[config.mk]
export PLATFORM = sky130hd
export DESIGN_NAME = l2_mem_arbiter
export DESIGN_NICKNAME = d
export VERILOG_FILES = /design/src/rtl/l2_mem_arbiter.sv
export SDC_FILE = /design/constraint.sdc
export NUM_CORES = 1
export LEC_CHECK = 0
export BUFFER_PORTS_ARGS = -buffer_cell sky130_fd_sc_hd__buf_2
export CAP_MARGIN = 25
export CORE_AREA = 5 5 354 356
export DETAILED_ROUTE_END_ITERATION = 10
export DIE_AREA = 0 0 359 361
export PLACE_DENSITY = 0.37
export SLEW_MARGIN = 20
export SYNTH_ARGS = -nofsm -noshare
export SYNTH_HDL_FRONTEND = slang
export SYNTH_SLANG_ARGS = --single-unit
[constraint.sdc]
create_clock -name clk -period 2.25 [get_ports clk]
set_input_delay 0.3375 -clock clk [delete_from_list [all_inputs] [get_ports clk]]
set_output_delay 0.3375 -clock clk [all_outputs]
set_load 0.01 [all_outputs]
[src/rtl/l2_mem_arbiter.sv]
// l2_mem_arbiter
// Shares the single off-chip memory line port between the instruction-side
// and data-side L2 caches. One request is captured in IDLE, the memory port
// is owned by that requester until mem_ready, the response is passed back
// to the owner in the same cycle, and one DONE cycle follows before the
// next arbitration so that the served cache's stale request is masked.
//
// Ports:
//   clk, proc_reset                  clock, synchronous active-high reset
//   i_read/i_write/i_addr/i_wdata    I-side request (level, held until i_ready)
//   i_rdata/i_ready                  I-side response (ready is a 1-cycle pulse)
//   d_*                              same set for the D side
//   mem_read/mem_write/mem_addr/     registered memory request, driven only
//   mem_wdata                        from the latched request registers
//   mem_rdata/mem_ready              memory response
//   gnt_cnt_i/gnt_cnt_d              per-side grant counters (wrap at 2^32)
module l2_mem_arbiter #(
  parameter int unsigned ADDR_W = 32'd28,
  parameter int unsigned DATA_W = 32'd128,
  parameter bit          RR_EN  = 1'b1
) (
  input  logic              clk,
  input  logic              proc_reset,
  input  logic              i_read,
  input  logic              i_write,
  input  logic [ADDR_W-1:0] i_addr,
  input  logic [DATA_W-1:0] i_wdata,
  output logic [DATA_W-1:0] i_rdata,
  output logic              i_ready,
  input  logic              d_read,
  input  logic              d_write,
  input  logic [ADDR_W-1:0] d_addr,
  input  logic [DATA_W-1:0] d_wdata,
  output logic [DATA_W-1:0] d_rdata,
  output logic              d_ready,
  output logic              mem_read,
  output logic              mem_write,
  output logic [ADDR_W-1:0] mem_addr,
  output logic [DATA_W-1:0] mem_wdata,
  input  logic [DATA_W-1:0] mem_rdata,
  input  logic              mem_ready,
  output logic [31:0]       gnt_cnt_i,
  output logic [31:0]       gnt_cnt_d
);

  typedef enum logic [1:0] {
    ST_IDLE = 2'd0,
    ST_BUSY = 2'd1,
    ST_DONE = 2'd2
  } state_t;

  // A side carries a request only when exactly one of read/write is high.
  function automatic logic req_valid(input logic rd, input logic wr);
    return rd ^ wr;
  endfunction

  state_t              state_r;
  logic                owner_d_r;    // 1 = D side owns the port
  logic                op_write_r;
  logic [ADDR_W-1:0]   addr_r;
  logic [DATA_W-1:0]   wdata_r;
  logic                rr_last_d_r;  // 1 = last grant went to D
  logic                mem_read_r;
  logic                mem_write_r;
  logic [31:0]         cnt_i_r;
  logic [31:0]         cnt_d_r;

  logic                i_valid_s;
  logic                d_valid_s;
  logic                grant_s;
  logic                grant_d_s;
  logic                serve_s;

  // Arbitration decision, only meaningful in IDLE.
  always_comb begin
    i_valid_s = req_valid(i_read, i_write);
    d_valid_s = req_valid(d_read, d_write);
    grant_s   = 1'b0;
    grant_d_s = 1'b0;
    if (state_r == ST_IDLE) begin
      grant_s = i_valid_s | d_valid_s;
      if (i_valid_s && d_valid_s) begin
        // Round-robin picks the side that was not served last.
        if (RR_EN) begin
          grant_d_s = ~rr_last_d_r;
        end else begin
          grant_d_s = 1'b1;
        end
      end else begin
        grant_d_s = d_valid_s;
      end
    end else begin
      grant_s   = 1'b0;
      grant_d_s = 1'b0;
    end
  end

  // Memory completion only counts while a transfer is in flight.
  assign serve_s = (state_r == ST_BUSY) && mem_ready;

  // Arbiter FSM, latched request, registered memory strobes and counters.
  always_ff @(posedge clk) begin
    if (proc_reset) begin
      state_r     <= ST_IDLE;
      owner_d_r   <= 1'b0;
      op_write_r  <= 1'b0;
      addr_r      <= {ADDR_W{1'b0}};
      wdata_r     <= {DATA_W{1'b0}};
      rr_last_d_r <= 1'b0;
      mem_read_r  <= 1'b0;
      mem_write_r <= 1'b0;
      cnt_i_r     <= 32'd0;
      cnt_d_r     <= 32'd0;
    end else begin
      case (state_r)
        ST_IDLE: begin
          if (grant_s) begin
            state_r     <= ST_BUSY;
            owner_d_r   <= grant_d_s;
            rr_last_d_r <= grant_d_s;
            if (grant_d_s) begin
              op_write_r  <= d_write;
              addr_r      <= d_addr;
              wdata_r     <= d_wdata;
              mem_read_r  <= d_read;
              mem_write_r <= d_write;
              cnt_d_r     <= cnt_d_r + 32'd1;
            end else begin
              op_write_r  <= i_write;
              addr_r      <= i_addr;
              wdata_r     <= i_wdata;
              mem_read_r  <= i_read;
              mem_write_r <= i_write;
              cnt_i_r     <= cnt_i_r + 32'd1;
            end
          end
        end
        ST_BUSY: begin
          // Strobes drop the cycle after mem_ready; requester inputs are
          // not looked at here, so the latched request stays stable.
          if (mem_ready) begin
            state_r     <= ST_DONE;
            mem_read_r  <= 1'b0;
            mem_write_r <= 1'b0;
          end
        end
        ST_DONE: begin
          // One dead cycle hides the served cache's stale request.
          state_r <= ST_IDLE;
        end
        default: begin
          state_r     <= ST_IDLE;
          mem_read_r  <= 1'b0;
          mem_write_r <= 1'b0;
        end
      endcase
    end
  end

  // Response routing: ready and read data pass straight through to the owner.
  always_comb begin
    i_ready = 1'b0;
    d_ready = 1'b0;
    i_rdata = {DATA_W{1'b0}};
    d_rdata = {DATA_W{1'b0}};
    if (serve_s) begin
      if (owner_d_r) begin
        d_ready = 1'b1;
        if (!op_write_r) begin
          d_rdata = mem_rdata;
        end else begin
          d_rdata = {DATA_W{1'b0}};
        end
      end else begin
        i_ready = 1'b1;
        if (!op_write_r) begin
          i_rdata = mem_rdata;
        end else begin
          i_rdata = {DATA_W{1'b0}};
        end
      end
    end else begin
      i_ready = 1'b0;
      d_ready = 1'b0;
    end
  end

  assign mem_read  = mem_read_r;
  assign mem_write = mem_write_r;
  assign mem_addr  = addr_r;
  assign mem_wdata = wdata_r;
  assign gnt_cnt_i = cnt_i_r;
  assign gnt_cnt_d = cnt_d_r;

endmodule

==> flow_summary.json <==
{
  "status": "finished with violations",
  "failed_checks": "negative setup slack",
  "start_util_pct": 8.92,
  "hpwl_um": 76600,
  "synth.avg_cell_area_um2": 7.91,
  "max_clock_freq_mhz": 401,
  "antenna_found_initial": 29,
  "drt-pass1-iter-count": 8,
  "tightestPinTransition_ns": 0.568,
  "hold_viol": 0,
  "ys_seq_area_share_pct": 41.8,
  "drt-initial-drc-count": 1321,
  "grt_max_degree": 65,
  "hp-class": "in -> reg",
  "layout_common_cells": "buf_2 (822), nor2_1 (312), dlygate4sd3_1 (304)",
  "synth-edff-count": 0,
  "synthCells": 1369,
  "skew_ns": 0.0199,
  "cts.path.max_buffers": 3,
  "worst_slack_ns": -0.241,
  "min_from": "d_addr[7]",
  "register_area_mm2": 0.00454,
  "rsz0062_at_grt": "true",
  "maxCapViolCount": 0,
  "cts_sinks": 226,
  "period_share_pct": 111,
  "gr-total-overflow": 0,
  "wire_per_inst_um": 22.4,
  "stdcell_count": 4320,
  "worst_ep_arrival_time_ns": 2.15,
  "worstSetupEndpointType": "output pin",
  "grt_pass1_vias": 16516,
  "clock_latency_ns": 0.60,
  "io_pins": 927,
  "relSlewSlack_pct": 62.0,
  "port_buffers": 926,
  "finalCoreUtilization_pct": 20.3,
  "ys.warnings.count": 0,
  "core_area_mm2": 0.121,
  "die_w_um": 359,
  "tns_ns": -35.97,
  "cts_tree": "done",
  "ctsRootBufferMaster": "clkbuf_16",
  "drc": 0,
  "critPathLaunch": "state_r[1]",
  "start_kind": "flop",
  "vias_per_cell": 3.73,
  "rows": 128,
  "synthFlopType": "dfxtp_1",
  "dieArea_mm2": 0.130,
  "final_common_cell": "buf_2",
  "syn-num-nets": 1818,
  "required_ns": 1.91,
  "dp.cells": 3920,
  "synth-seq-cells": 226,
  "max-vdd-ir-drop_uv": 499,
  "nets": 3117,
  "cp_max_fo": 19,
  "ant_nets": 0,
  "drive_gt1_share_pct": 49.3,
  "path_class": "reg -> out",
  "crit-reg2reg-launch": "state_r[1]",
  "grt_pass1_wl_um": 131000,
  "slew_viol_final": 0,
  "multi_input_area_mm2": 0.00673,
  "fill_cells": 13569,
  "syn_area_mm2": 0.0108,
  "vias": 16101,
  "cts_buffers": 31,
  "gp_congestion": 0.903,
  "htreeDepth": 1,
  "power.leakage_nw": 11.0,
  "wl_um": 96800,
  "ys_types": 49,
  "power_density_mw_per_mm2": 582,
  "fin_crit_ns": 2.49,
  "clk_pin_slew_ns": 0.06,
  "syn_to_final_growth_pct": 128,
  "die_y_um": 361,
  "setup_viol": 257,
  "grt_usage_pct": 13.8,
  "async_flop_share_pct": 0
}
## worst max-delay path: stages (launching register included)
cell	delay, ns
dfxtp_2	0.32
nand3b_1	0.19
buf_12	0.18
nand2b_4	0.20
buf_4	0.18
clkbuf_16	0.19
nor2_1	0.13
buf_2	0.15
## layout make-up
cell class	count	share of cell area, %
Timing Repair Buffer	1393	41.5
Multi-Input combinational cell	998	27.3
Sequential cell	226	18.4
Tap cell	1625	8.25
Clock buffer	47	3.76
Clock inverter	7	0.361
Inverter	18	0.310
Antenna cell	6	0.0609
## worst paths after layout
path              slack, ns  depth (start not counted)            end
setup / recovery      -0.24                          7   i_rdata[105]
hold / removal         0.06                          3    mem_addr[7]
setup reg to reg       0.14                          8  mem_wdata[13]
hold reg to reg        0.46                          2       mem_read
## what timing repair did
action / 4_1_cts / 5_1_grt
setup endpoints to repair: 258 / 261
endpoints found under the hold margin: 157 / 0
gates cloned: 11 / 6
gates resized for setup: 154 / 281
hold buffers: 304 / 0
setup buffers: 13 / 8
pin swaps: 9 / 21
## stage by stage
step / hold WS, ns / area, um^2 / power, mW / worst slack, ns
floorplan: 0.476 / 10800 / 6.31 / 0.223
global placement: 0.446 / 18300 / 8.54 / -0.0328
detailed placement: 0.455 / 18300 / 8.54 / -0.0300
CTS: 0.00342 / 23200 / 14.4 / -0.279
global route: 0.0303 / 24600 / 15.1 / -0.363
finish: 0.0635 / 24600 / 14.4 / -0.241
## power breakdown
| group | total, mW | internal (mW) | leakage, nW | switching, mW |
|---|---|---|---|---|
| clock network | 5.05 | 3.03 | 0.503 | 2.02 |
| registers | 4.62 | 4.37 | 1.85 | 0.252 |
| logic | 4.68 | 2.07 | 8.68 | 2.61 |
## layer usage
layer	up-vias	share of wire, %	GRT usage, %
li1	7512	-	-
met1	7663	39	15.7
met2	778	52	26.1
met3	148	5.8	2.73
met4	0	3.5	3.69
met5	-	0	0
## cell families (layout without fill, tap and decap cells)
family,after synthesis,count (layout),share of synthesized area (%)
muxes,2,2,0.197
adders and majority gates,2,2,0.231
AOI/OAI and AO/OA,198,198,16.8
and+or+nand+nor,741,745,31.5
xor gates and xnor gates,51,51,4.20
DFF,226,226,41.8
other,0,6,0
buffers and inverters,149,1465,5.27
## synthesized netlist by cell type, types with 4 or more instances
library cell	number	area (um^2)
and4_1	5	43.8
nor3_1	12	60.1
a222oi_1	156	1560
nand2b_1	129	807
and3_1	7	43.8
dfxtp_1	226	4520
nand3_1	20	100
o21ai_0	9	45.0
clkbuf_1	118	443
nor2_1	472	1770
xor2_1	13	114
and2_1	4	25.0
buf_2	9	45.0
xnor2_1	37	324
nand4_1	22	138
buf_1	4	15.0
nand2_1	23	86.3
inv_1	18	67.6
or3_1	9	56.3
a21oi_1	19	95.1
nor4_1	21	131
## registers in the layout (all words and copies together), names as in the netlist
| register | count |
|---|---|
| mem_wdata | 128 |
| gnt_cnt_d | 32 |
| gnt_cnt_i | 32 |
| mem_addr | 28 |
| state_r | 2 |
| mem_read | 1 |
| mem_write | 1 |
| op_write_r | 1 |
| rr_last_d_r | 1 |
No activity file was read; power rests on OpenSTA's default activity.
